**config.mk**
```make
export PLATFORM = sky130hd
export DESIGN_NAME = apb3_req_master
export DESIGN_NICKNAME = d
export VERILOG_FILES = /design/src/rtl/apb_pkg.sv /design/src/rtl/apb3_req_master.sv
export SDC_FILE = /design/constraint.sdc
export NUM_CORES = 1
export LEC_CHECK = 0
export CAP_MARGIN = 20
export CORE_ASPECT_RATIO = 0.6
export CORE_MARGIN = 1
export CORE_UTILIZATION = 35
export CTS_CLUSTER_SIZE = 24
export DETAILED_ROUTE_END_ITERATION = 8
export GPL_TIMING_DRIVEN = 0
export MAX_ROUTING_LAYER = met4
export PLACE_DENSITY = 0.67
export SYNTH_ARGS = -nofsm -noshare
export SYNTH_HDL_FRONTEND = slang
export SYNTH_SLANG_ARGS = --single-unit
```
**constraint.sdc**
```tcl
create_clock -name CLK -period 4 [get_ports CLK]
set_clock_uncertainty 0.1 [all_clocks]
set_input_delay 0.8 -clock CLK [delete_from_list [all_inputs] [get_ports CLK]]
set_output_delay 0.8 -clock CLK [all_outputs]
set_load 0.1 [all_outputs]
```
**src/rtl/apb_pkg.sv**
```systemverilog
// Shared APB master definitions: the four-phase transfer state machine encoding.
package apb_pkg;

  typedef enum logic [1:0] {
    IDLE   = 2'd0,
    SETUP  = 2'd1,
    ACCESS = 2'd2,
    RESP   = 2'd3
  } apb_mst_state_t;

endpackage

```
**src/rtl/apb3_req_master.sv**
```systemverilog
// Valid/ready request to APB3 bridge; accept->response is 3 cycles plus completer wait states.
// One transfer in flight: REQ_READY only in IDLE, response held until RSP_READY.
module apb3_req_master
  import apb_pkg::*;
#(
  parameter int ADDR_WIDTH     = 32,
  parameter int DATA_WIDTH     = 32,
  parameter int TIMEOUT_CYCLES = 16
) (
  input  logic                  CLK,
  input  logic                  RST,
  input  logic                  REQ_VALID,
  output logic                  REQ_READY,
  input  logic                  REQ_WRITE,
  input  logic [ADDR_WIDTH-1:0] REQ_ADDR,
  input  logic [DATA_WIDTH-1:0] REQ_WDATA,
  output logic                  RSP_VALID,
  input  logic                  RSP_READY,
  output logic [DATA_WIDTH-1:0] RSP_RDATA,
  output logic                  RSP_ERR,
  output logic                  RSP_TIMEOUT,
  output logic                  PSEL,
  output logic                  PENABLE,
  output logic                  PWRITE,
  output logic [ADDR_WIDTH-1:0] PADDR,
  output logic [DATA_WIDTH-1:0] PWDATA,
  input  logic [DATA_WIDTH-1:0] PRDATA,
  input  logic                  PREADY,
  input  logic                  PSLVERR
);

  localparam int             CW     = (TIMEOUT_CYCLES < 2) ? 1 : $clog2(TIMEOUT_CYCLES + 1);
  localparam logic [CW-1:0]  TO_LIM = CW'(TIMEOUT_CYCLES);
  localparam bit             TO_EN  = (TIMEOUT_CYCLES != 0);

  apb_mst_state_t        r_state;
  apb_mst_state_t        w_state_nxt;
  logic                  r_write;
  logic [ADDR_WIDTH-1:0] r_addr;
  logic [DATA_WIDTH-1:0] r_wdata;
  logic [DATA_WIDTH-1:0] r_rdata;
  logic                  r_err;
  logic                  r_timeout;
  logic [CW-1:0]         r_cnt;
  logic [CW-1:0]         w_cnt_inc;
  logic                  w_accept;
  logic                  w_done;
  logic                  w_expire;

  assign w_cnt_inc = r_cnt + CW'(1);

  always_ff @(posedge CLK or posedge RST) begin
    if (RST) r_state <= IDLE;
    else     r_state <= w_state_nxt;
  end

  // PREADY is tested first so a completion always wins over an expiring count.
  always_comb begin
    w_state_nxt = r_state;
    w_accept    = 1'b0;
    w_done      = 1'b0;
    w_expire    = 1'b0;
    case (r_state)
      IDLE: begin
        if (REQ_VALID) begin
          w_accept    = 1'b1;
          w_state_nxt = SETUP;
        end
      end
      SETUP:  w_state_nxt = ACCESS;
      ACCESS: begin
        if (PREADY) begin
          w_done      = 1'b1;
          w_state_nxt = RESP;
        end else if (TO_EN && (w_cnt_inc == TO_LIM)) begin
          w_expire    = 1'b1;
          w_state_nxt = RESP;
        end
      end
      RESP: begin
        if (RSP_READY) w_state_nxt = IDLE;
      end
      default: w_state_nxt = IDLE;
    endcase
  end

  always_ff @(posedge CLK or posedge RST) begin
    if (RST) begin
      r_write   <= 1'b0;
      r_addr    <= '0;
      r_wdata   <= '0;
      r_rdata   <= '0;
      r_err     <= 1'b0;
      r_timeout <= 1'b0;
      r_cnt     <= '0;
    end else begin
      if (w_accept) begin
        r_write <= REQ_WRITE;
        r_addr  <= REQ_ADDR;
        r_wdata <= REQ_WDATA;
        r_cnt   <= '0;
      end else if (r_state == ACCESS && !PREADY) begin
        r_cnt <= w_cnt_inc;
      end
      if (w_done) begin
        r_rdata   <= (!r_write && !PSLVERR) ? PRDATA : '0;
        r_err     <= PSLVERR;
        r_timeout <= 1'b0;
      end else if (w_expire) begin
        r_rdata   <= '0;
        r_err     <= 1'b1;
        r_timeout <= 1'b1;
      end
    end
  end

  // Gating with RST keeps REQ_READY low for the whole reset pulse.
  assign REQ_READY   = (r_state == IDLE) && !RST;
  assign PSEL        = (r_state == SETUP) || (r_state == ACCESS);
  assign PENABLE     = (r_state == ACCESS);
  assign PWRITE      = r_write;
  assign PADDR       = r_addr;
  assign PWDATA      = r_wdata;
  assign RSP_VALID   = (r_state == RESP);
  assign RSP_RDATA   = r_rdata;
  assign RSP_ERR     = r_err;
  assign RSP_TIMEOUT = r_timeout;

endmodule

```
==> flow_metrics.env <==
export IMPL_status="finished, final reports clean"
export IMPL_nNetsFinal=692
export IMPL_hpwl_um=8960
export IMPL_antenna_found_initial=0
export IMPL_synth_edf_count=0
export IMPL_cp_max_fo=2
export IMPL_relSlewSlack_pct=32.8
export IMPL_final_min_clock_period_ns=3.42
export IMPL_syn_area_per_cell_um2=12.4
export IMPL_area_delta_synth_final_pct=56.4
export IMPL_grt_pass1_wl_um=19200
export IMPL_min_from="PADDR[20]"
export IMPL_post_cts_setup_buffer_count=0
export IMPL_wire_per_inst_um=15.9
export IMPL_max_cap_violations=0
export IMPL_r2r_cells=7
export IMPL_vias_per_cell=4.66
export IMPL_drive_above_1_share_pct=17.1
export IMPL_cts_resized=0
export IMPL_crit_required_ns=3.10
export IMPL_routed_wl_met2_um=5250
export IMPL_cts_hold_buf=0
export IMPL_place_gp_congestion=0.808
export IMPL_fin_ws_ns=0.585
export IMPL_antennaDiodeCount=0
export IMPL_synthArstFlopShare_pct=100
export IMPL_grt_max_degree=61
export IMPL_netlist_area_um2=4560
export IMPL_ant_nets=0
export IMPL_max_freq_mhz=293
export IMPL_drv_slew=0
export IMPL_fill_cells=1034
export IMPL_vias=3510
export IMPL_dr_wl_met3_um=766
export IMPL_ys_types=35
export IMPL_die_y_um=90.4
export IMPL_port_buffers=205
export IMPL_cpLargestDelayFamily="buffers and inverters"
export IMPL_crit_start="RST"
export IMPL_synth_seq_cells=106
export IMPL_fin_crit_sh_pct=85.4
export IMPL_slowest_stage="clkdlybuf4s50_1"
export IMPL_crit_chain="clkdlybuf4s50_1, nor2b_1, clkdlybuf4s50_1"
export IMPL_core_area_um2=12400
export IMPL_cts_tree="done"
export IMPL_die_x_um=149
export IMPL_worst_pin_slew_ns=1.01
export IMPL_hold_depth=1
export IMPL_clockBufferDepth=2
export IMPL_start_util_pct=36.9
export IMPL_dieArea_um2=13500
export IMPL_rsz0062_at_grt="no"
export IMPL_ys_warn_count=0
export IMPL_root_buffer="clkbuf_16"
export IMPL_synth_cells=367
export IMPL_yosysSeqAreaShare_pct=58.2
export IMPL_r2r_setup_slack_ns=1.97
export IMPL_gr_total_overflow=0
export IMPL_wl_met1_um=5920
export IMPL_highest_layer="met4"
export IMPL_critPathMaxStageDelay_ns=1.13
export IMPL_grtUsageTotal_pct=18.8
export IMPL_drtPass1Iterations=4
export IMPL_wirelength_um=12000
export IMPL_final_setup_viol_count=0
export IMPL_start_kind="primary input"
export IMPL_holdPathEnd="PADDR[20]"
export IMPL_synth_fp_nets=475
export IMPL_path_class="in -> out"
export IMPL_clk_latency_ns=0.34
export IMPL_cp_end_kind="output pin"
export IMPL_min_path_type="reg -> reg"
export IMPL_rr_startpoint="r_state[0]"
export IMPL_h_tree_depth=3
export IMPL_numClockSinks=106
export IMPL_rr_endpoint="RSP_RDATA[18]"
export IMPL_dp_slack_ns=0.584
export IMPL_cp_arrival_ns=2.52
export IMPL_numCtsBuffers=9
export IMPL_cp_num_buf_inv=2
export IMPL_drc=0
export IMPL_ys_flop_type="dfrtp_1"
export IMPL_crit_top_cell="clkdlybuf4s50_1"
export IMPL_drt_initial_drc_count=108
export IMPL_grt_pass1_vias=3663
export IMPL_path_clk_slew_ns=0.07
export IMPL_num_rows=31
export IMPL_pin_count=206
export IMPL_hold_viol=0
logic make-up (layout without fill, tap and decap cells):
family                   Yosys count  count (layout)  synth area share (%)
multiplexers                      66              66                  16.3
flip-flops                       106             106                  58.2
adder cells (fa/ha/maj)            5               5                  1.37
AND/OR/NAND/NOR                   90              90                  12.4
AO/OA/AOI/OAI                     72              72                  8.40
XOR/XNOR                           4               4                 0.768
buffers and inverters             24             246                  2.61
worst max-delay path by stage:
| stage | cells past startpoint | slack, ns | to |
|---|---|---|---|
| 6_report | 3 | 0.58 | REQ_READY |
| 5_1_grt | 3 | 0.51 | REQ_READY |
| 4_1_cts | 3 | 0.58 | REQ_READY |
| 3_5_place_dp | 3 | 0.58 | REQ_READY |
| 3_3_place_gp | 2 | -1.40 | PWDATA[11] |
| 2_1_floorplan | 1 | 0.31 | PADDR[0] |
area by class of cell:
class / count / area (um^2) / area share (%)
inverters: 3 / 13.8 / 0.193
flip-flops and latches: 106 / 2650 / 37.2
clock inverters: 5 / 38.8 / 0.544
repair buffers: 206 / 2080 / 29.2
well taps: 165 / 206 / 2.90
clock buffers: 11 / 243 / 3.40
plain buffers: 21 / 108 / 1.51
multi-input cells: 237 / 1790 / 25.1
state kept, by name, indices dropped and copies added, names as in the netlist:
name,flops
RSP_ERR,1
r_cnt,5
r_state,2
RSP_TIMEOUT,1
PADDR,32
PWRITE,1
RSP_RDATA,32
PWDATA,32
layout by cell type (no fill, tap or decap), drive strengths merged, types with 2 or more instances in the layout:
cell           netlist  layout
a21oi               34      34
inv                  3       4
buf                 15      16
nand4                2       2
nand2b              32      32
nand2                4       4
o21ai               33      33
clkbuf               6      17
clkdlybuf4s50        0     205
nand3                2       2
clkinv               0       3
ha                   5       5
xor2                 3       3
nor2b               36      36
nor2                 6       6
dfrtp              106     106
mux2                65      65
nor3                 2       2
metal layers:
| layer | vias to the layer above | GRT usage, % |
|---|---|---|
| met5 | - | - |
| met4 | 0 | 4.25 |
| met3 | 9 | 4.49 |
| met2 | 126 | 28.2 |
| met1 | 1681 | 25.7 |
| li1 | 1694 | - |
cells in the mapped netlist, drive strengths merged, types with 2 or more instances:
cell type	number	area share [%]
nand2	4	0.33
nor3	2	0.47
nor2b	36	5.1
dfrtp	106	58
inv	3	0.25
nand4	2	0.27
ha	5	1.4
nand3	2	0.22
clkbuf	6	0.49
xor2	3	0.58
buf	15	1.9
mux2	65	16
nand2b	32	4.4
a21oi	34	3.8
o21ai	33	3.6
nor2	6	0.66
metrics by stage:
stage / instances / hold WS, ns / util, % / TNS (ns) / cell area, um^2
floorplan: 367 / 0.420 / - / 0 / 4560
global placement: 737 / 0.387 / 55.1 / -147.05 / 6820
detailed placement: 738 / 0.395 / 55.4 / 0 / 6850
CTS: 754 / 0.412 / 57.6 / 0 / 7130
global route: 754 / 0.420 / 57.6 / 0 / 7130
finish: 754 / 0.406 / 57.6 / 0 / 7130
Power is not shown: default switching activity piles up to over one toggle a cycle in this logic, so the estimate is an artifact.
